`src/rtl/calc_sequencer_if.sv`:
```
// calc_sequencer_if: keypad, ALU and display signals of the calculator sequencer.
interface calc_sequencer_if;
   logic        key_valid;
   logic [3:0]  key_code;
   logic [15:0] operand_a;
   logic [15:0] operand_b;
   logic [1:0]  alu_op;
   logic        alu_start;
   logic        alu_done;
   logic [15:0] alu_result;
   logic        alu_error;
   logic [15:0] disp_value;
   logic [3:0]  digit_en;
   logic        err;
   logic [2:0]  state_o;
   modport slave (
      input  key_valid, key_code, alu_done, alu_result, alu_error,
      output operand_a, operand_b, alu_op, alu_start, disp_value, digit_en, err, state_o
   );
   modport master (
      output key_valid, key_code, alu_done, alu_result, alu_error,
      input  operand_a, operand_b, alu_op, alu_start, disp_value, digit_en, err, state_o
   );
endinterface

```
`src/rtl/calc_sequencer.sv`:
```
// calc_sequencer: keypad calculator sequencer feeding a BCD ALU and a display.
// Define CALC_CHAIN_EN to let an operator in SHOW chain the result into operand A.
module calc_sequencer #(
   parameter int DIGITS = 4
) (
   input logic             clk,
   input logic             reset,
   calc_sequencer_if.slave bus
);
   typedef enum logic [2:0] {
      IDLE = 3'b000, ENTER_A = 3'b001, ENTER_B = 3'b010,
      WAIT_ALU = 3'b011, SHOW = 3'b100, ERROR = 3'b101
   } state_t;
   localparam logic [2:0] MAX_CNT = 3'(DIGITS);
   state_t      state_q, state_d;
   logic [15:0] a_q, a_d, b_q, b_d, res_q, res_d;
   logic [2:0]  cnt_q, cnt_d;
   logic [1:0]  op_q, op_d, key_op;
   logic        start_q, start_d;
   logic [3:0]  k, mask;
   logic        is_dig, is_op, is_eq, is_clr, full;
   assign k      = bus.key_code;
   assign is_dig = bus.key_valid && k <= 4'd9;
   assign is_op  = bus.key_valid && k >= 4'hA && k <= 4'hC;
   assign is_eq  = bus.key_valid && k == 4'hD;
   assign is_clr = bus.key_valid && k == 4'hE;
   assign full   = cnt_q == MAX_CNT;
   // A/B/C map onto 00/01/10 by adding 2 modulo 4
   assign key_op = k[1:0] + 2'd2;
   always_comb begin
      state_d = state_q;
      a_d     = a_q;
      b_d     = b_q;
      res_d   = res_q;
      cnt_d   = cnt_q;
      op_d    = op_q;
      start_d = 1'b0;
      if (is_clr) begin
         state_d = IDLE;
         a_d     = '0;
         b_d     = '0;
         res_d   = '0;
         cnt_d   = '0;
         op_d    = '0;
      end else begin
         case (state_q)
            IDLE, SHOW: begin
               if (is_dig) begin
                  state_d = ENTER_A;
                  a_d     = {12'd0, k};
                  b_d     = '0;
                  cnt_d   = 3'd1;
               end else if (is_op && state_q == IDLE) begin
                  state_d = ENTER_B;
                  a_d     = '0;
                  b_d     = '0;
                  cnt_d   = '0;
                  op_d    = key_op;
               end
`ifdef CALC_CHAIN_EN
               else if (is_op) begin
                  state_d = ENTER_B;
                  a_d     = res_q;
                  b_d     = '0;
                  cnt_d   = '0;
                  op_d    = key_op;
               end
`endif
            end
            ENTER_A: begin
               if (is_dig && !full) begin
                  a_d   = {a_q[11:0], k};
                  cnt_d = cnt_q + 3'd1;
               end else if (is_op) begin
                  state_d = ENTER_B;
                  b_d     = '0;
                  cnt_d   = '0;
                  op_d    = key_op;
               end
            end
            ENTER_B: begin
               if (is_dig && !full) begin
                  b_d   = {b_q[11:0], k};
                  cnt_d = cnt_q + 3'd1;
               end else if (is_op) begin
                  op_d = key_op;
               end else if (is_eq) begin
                  state_d = WAIT_ALU;
                  start_d = 1'b1;
               end
            end
            WAIT_ALU: begin
               if (bus.alu_done) begin
                  res_d   = bus.alu_result;
                  state_d = bus.alu_error ? ERROR : SHOW;
               end
            end
            ERROR: ;
            default: state_d = IDLE;
         endcase
      end
   end
   always_ff @(posedge clk or negedge reset) begin
      if (!reset) begin
         state_q <= IDLE;
         a_q     <= '0;
         b_q     <= '0;
         res_q   <= '0;
         cnt_q   <= '0;
         op_q    <= '0;
         start_q <= 1'b0;
      end else begin
         state_q <= state_d;
         a_q     <= a_d;
         b_q     <= b_d;
         res_q   <= res_d;
         cnt_q   <= cnt_d;
         op_q    <= op_d;
         start_q <= start_d;
      end
   end
   assign mask = cnt_q <= 3'd1 ? 4'b0001 : cnt_q == 3'd2 ? 4'b0011 : cnt_q == 3'd3 ? 4'b0111 : 4'b1111;
   assign bus.operand_a  = a_q;
   assign bus.operand_b  = b_q;
   assign bus.alu_op     = op_q;
   assign bus.alu_start  = start_q;
   assign bus.err        = state_q == ERROR;
   assign bus.state_o    = state_q;
   assign bus.digit_en   = (state_q == SHOW || state_q == ERROR) ? 4'b0000 : ~mask;
   assign bus.disp_value = state_q == ENTER_A ? a_q :
                           (state_q == ENTER_B || state_q == WAIT_ALU) ? b_q :
                           state_q == SHOW ? res_q :
                           state_q == ERROR ? 16'hEEEE : 16'h0000;
endmodule
```
`src/flat_wrapper.sv`:
```
// flat-port wrapper written by rule: the top's interface ports become plain ports
module calc_sequencer_flat 
#(
   parameter int DIGITS = 4
)
  (clk, reset, bus_key_valid, bus_key_code, bus_alu_done, bus_alu_result, bus_alu_error, bus_operand_a, bus_operand_b, bus_alu_op, bus_alu_start, bus_disp_value, bus_digit_en, bus_err, bus_state_o);
  calc_sequencer_if bus_i ();
  input logic clk;
  input logic reset;
  input wire logic [$bits(bus_i.key_valid)-1:0] bus_key_valid;
  input wire logic [$bits(bus_i.key_code)-1:0] bus_key_code;
  input wire logic [$bits(bus_i.alu_done)-1:0] bus_alu_done;
  input wire logic [$bits(bus_i.alu_result)-1:0] bus_alu_result;
  input wire logic [$bits(bus_i.alu_error)-1:0] bus_alu_error;
  output wire logic [$bits(bus_i.operand_a)-1:0] bus_operand_a;
  output wire logic [$bits(bus_i.operand_b)-1:0] bus_operand_b;
  output wire logic [$bits(bus_i.alu_op)-1:0] bus_alu_op;
  output wire logic [$bits(bus_i.alu_start)-1:0] bus_alu_start;
  output wire logic [$bits(bus_i.disp_value)-1:0] bus_disp_value;
  output wire logic [$bits(bus_i.digit_en)-1:0] bus_digit_en;
  output wire logic [$bits(bus_i.err)-1:0] bus_err;
  output wire logic [$bits(bus_i.state_o)-1:0] bus_state_o;
  assign bus_i.key_valid = bus_key_valid;
  assign bus_i.key_code = bus_key_code;
  assign bus_i.alu_done = bus_alu_done;
  assign bus_i.alu_result = bus_alu_result;
  assign bus_i.alu_error = bus_alu_error;
  assign bus_operand_a = bus_i.operand_a;
  assign bus_operand_b = bus_i.operand_b;
  assign bus_alu_op = bus_i.alu_op;
  assign bus_alu_start = bus_i.alu_start;
  assign bus_disp_value = bus_i.disp_value;
  assign bus_digit_en = bus_i.digit_en;
  assign bus_err = bus_i.err;
  assign bus_state_o = bus_i.state_o;
  calc_sequencer #(.DIGITS(DIGITS)) u_core (.clk(clk), .reset(reset), .bus(bus_i));
endmodule
```
`config.mk`:
```
export PLATFORM = sky130hd
export DESIGN_NAME = calc_sequencer_flat
export DESIGN_NICKNAME = d
export VERILOG_FILES = /design/src/rtl/calc_sequencer_if.sv /design/src/rtl/calc_sequencer.sv /design/src/flat_wrapper.sv
export SDC_FILE = /design/constraint.sdc
export NUM_CORES = 1
export LEC_CHECK = 0
export ABC_AREA = 0
export ABC_CLOCK_PERIOD_IN_PS = 1600
export CAP_MARGIN = 20
export CORE_AREA = 5 5 85 95
export CTS_BUF_LIST = sky130_fd_sc_hd__clkbuf_4 sky130_fd_sc_hd__clkbuf_8
export CTS_CLUSTER_DIAMETER = 30
export DETAILED_ROUTE_END_ITERATION = 10
export DIE_AREA = 0 0 90 100
export PLACE_DENSITY = 0.8
export SYNTH_ARGS = -nofsm -noshare
export SYNTH_HDL_FRONTEND = slang
export SYNTH_SLANG_ARGS = --single-unit
```
`constraint.sdc`:
```
create_clock -name clk -period 1.6 [get_ports clk]
set_input_delay 0.32 -clock clk [delete_from_list [all_inputs] [get_ports clk]]
set_output_delay 0.32 -clock clk [all_outputs]
set_load 0.02 [all_outputs]
```
==> impl_metrics.csv <==
group,metric,value,unit
layout,fin_nets,538,
layout,n_antenna_cell,0,
power_and_ir_drop,power,10.4,mW
floorplan,ios,84,
clock_tree,ctsHtreeMaxLevel,3,
floorplan,die_y,100,um
timing,period_share,1.23,
synthesis,ys_seq_area_frac,0.463,
timing,hold_viol_final,0,
setup_path,crit_type,"register to output port",
timing,rsz0062_at_grt,"yes",
timing,max_freq,0.507,GHz
setup_path,path_cells,"buf_6 -> buf_6 -> inv_4 -> nor2_4 -> a22oi_2 -> o21ai_2 -> buf_6",
setup_path,path_max_fanout,4,
clock_tree,cts_tree,"built",
drt,drtPass1Iterations,5,
synthesis,syn_avg_cell_area,8.70,sq um
timing,min_period,1.97,ns
clock_tree,cts_buffers,9,
setup_path,required,1.28,ns
global_routing,grt_util_all_layers,0.226,
global_routing,overflow,0,
placed_design,placedInstanceArea,4490,sq um
synthesis,syn_inst,354,
timing,setup_violations,74,
setup_path,cp_common_cell,"buf_6",
synthesis,synth_seq_cells,57,
floorplan,row_count,32,
floorplan,core,6930,sq um
setup_path,crit_path_start_kind,"register",
layout,area_growth,71.1,%
worst_hold_path,hp-class,"input pin to register",
synthesis,synth_ff_type,"dfrtp_1",
setup_path,crit_path_end_kind,"output port",
setup_path,arrival,1.65,ns
layout,seq_area,1430,sq um
outcome,status,"complete, but fails checks",
floorplan,die_w,90,um
clock_tree,insertion_delay,0.33,ns
setup_path,crit_buf_inv,4,
layout,drive_gt1_frac,0.394,
synthesis,synth_async_sr_flop_share,1.00,
drt,ant_nets,0,
timing,skew,0.00574,ns
clock_tree,clock-sinks,57,
power_and_ir_drop,vdd_ir_drop_max,1.41,mV
timing,postLayoutSetupSlackWorst,-0.371,ns
synthesis,synth.distinct_cells,48,
floorplan,dieArea,9000,sq um
setup_path,critical_path.slowest_cell,"dfrtp_2",
clock_tree,clk_pin_slew_worst_paths,0.06,ns
synthesis,synthesis.nets,382,
drt,drc,0,
power_and_ir_drop,p_leak,2.59,nW
setup_path,path_delay_family,"buffers and inverters",
synthesis,syn_area,3080,sq um
timing,tns,-16.18,ns
placed_design,dp_hpwl,7.27,mm
synthesis,yosys_warnings,0,
global_routing,grt_pass1_vias,3372,
drt,via_per_inst,5.83,
drt,wire_per_inst,20.2,um
floorplan,initial_core_util,0.445,
global_routing,grt_pass1_wl,16.4,mm
layout,fin_area,5270,sq um
worst_hold_path,hold_depth,3,
clock_tree,clockRootBuffer,"clkbuf_8",
setup_path,cp.depth,7,
placed_design,gp_congestion,0.966,
placed_design,port-buffer-count,82,
synthesis,synth-edff-count,0,
drt,vias,3497,
layout,multi_input_area,1850,sq um
run,max-cap-violations,0,
drt,drt_iter0_markers,271,
global_routing,grt_antenna_before_repair,0,
timing,maxSlewViolCount,0,
layout,num-fill-cells,456,
setup_path,slowest_delay,0.42,ns
setup_path,r2r_cells,9,
power_and_ir_drop,power_density,1970,nW/um^2
clock_tree,cts.path.max_buffers,2,
drt,routed_wl,12.1,mm
outcome,violations,"negative setup slack",
global_routing,grt_max_degree,58,
[metrics by stage]
step	setup WS, ns	hold WS [ns]	util	std cells
3_5_place_dp	-0.675	0.347	0.648	563
3_3_place_gp	-0.597	0.343	0.648	563
4_1_cts	-0.327	0.490	0.701	589
2_1_floorplan	-0.0866	0.0244	-	354
5_1_grt	-0.403	0.506	0.760	600
6_report	-0.371	0.482	0.760	600
[synthesized netlist by cell type (2+ instances only)]
library cell  count  area [sq um]
a21o_1           14           105
and2_1            2          12.5
buf_6             5          56.3
inv_1             7          26.3
nor2b_1           4          25.0
a22o_1           16           140
nor3b_1           3          22.5
ha_1              3          37.5
nor2_1            6          22.5
a31oi_1           5          31.3
nand2_1          85           319
o21ai_0          51           255
o21ai_1           4          20.0
nand3b_1          2          15.0
o22ai_1           4          25.0
dfrtp_1          57          1430
nand3_1           4          20.0
clkbuf_1         11          41.3
and3_1            3          18.8
buf_2            10          50.1
o2bb2ai_1         2          17.5
nand2b_1          2          12.5
a21oi_1          23           115
nor3_1            3          15.0
a22oi_1           5          37.5
[sequential cells by signal, indices dropped and copies added, names as in the netlist]
register and cells:
u_core.cnt_q 3, u_core.bus.alu_op 2, u_core.res_q 16, u_core.bus.operand_b 16
u_core.bus.alu_start 1, u_core.bus.operand_a 16, u_core.bus.state_o 3
[final cells by class]
cell class / instances / area share
multi-input cells: 262 / 0.352
repair buffers: 173 / 0.320
flip-flops and latches: 57 / 0.271
clock buffers: 10 / 0.0249
well taps: 85 / 0.0202
clock inverters: 6 / 0.00665
inverters: 7 / 0.00546
[cells by family after synthesis]
family / after synthesis / synth area share
adders and majority gates: 3 / 0.0122
buffers and inverters: 35 / 0.0605
xor gates and xnor gates: 1 / 0.00284
DFF: 57 / 0.463
and+or+nand+nor: 121 / 0.177
AOI/OAI and AO/OA: 136 / 0.283
other: 1 / 0.00122
[timing repair]
| item | in CTS | in global routing |
|---|---|---|
| cloned | 1 | 6 |
| hold buffers | 1 | 0 |
| pin swaps | 9 | 28 |
| endpoints found under the hold margin | 57 | 0 |
| setup buffers | 8 | 8 |
| endpoints found under the setup margin | 110 | 80 |
| resized for setup | 204 | 95 |
[path summary, 6_finish.rpt]
check | start | slack (ns) | end
max | u_core.bus.state_o[2]$_DFFE_PN0P_ | -0.37 | bus_disp_value[0]
min | bus_key_code[0] | 0.48 | u_core.bus.operand_b[0]$_DFFE_PN0P_
max reg2reg | u_core.bus.state_o[2]$_DFFE_PN0P_ | -0.27 | u_core.res_q[1]$_DFFE_PN0P_
min reg2reg | u_core.res_q[5]$_DFFE_PN0P_ | 0.50 | u_core.res_q[5]$_DFFE_PN0P_
max in group asynchronous | reset | 0.79 | u_core.bus.state_o[2]$_DFFE_PN0P_
min in group asynchronous | reset | 0.54 | u_core.bus.operand_a[15]$_DFFE_PN0P_
[worst reg2reg max path: cells and delay by family (launching register included)]
kind,cells,cell delay (ns)
DFF,1,0.38
AOI/OAI and AO/OA,4,0.76
buffers and inverters,5,0.62
[cells in the final DEF (no fill, tap or decap), drive strengths merged, types with 2 or more instances in the layout]
master and count:
a21o 14, buf 108, nand3b 2, nand2b 2, nor2 6, a22oi 5
o22ai 4, inv 7, dfrtp 57, clkinvlp 2, nor3 3, nand2 85
and3 3, nand3 4, and2 3, a22o 16, dlygate4sd2 35, nor3b 4
nor2b 4, ha 3, a21oi 24, clkbuf 15, a31oi 5, o2bb2ai 2
clkdlybuf4s50 19, dlymetal6s2s 4, clkinv 4, o21ai 55
[power breakdown]
part | total, mW | internal (mW) | switching (mW)
Clock | 1.15 | 0.566 | 0.580
Combinational | 6.87 | 3.27 | 3.61
Sequential | 2.38 | 1.89 | 0.485
[per-layer routing]
metal | up-vias | part of all wire | wire length [um] | global-route usage
li1 | 1560 | - | - | -
met1 | 1683 | 0.36 | 4370 | 0.260
met2 | 217 | 0.52 | 6260 | 0.396
met3 | 37 | 0.081 | 984 | 0.0555
met4 | 0 | 0.040 | 486 | 0.103
met5 | - | 0 | 0 | 0
Power figures use the tool's default switching activity.
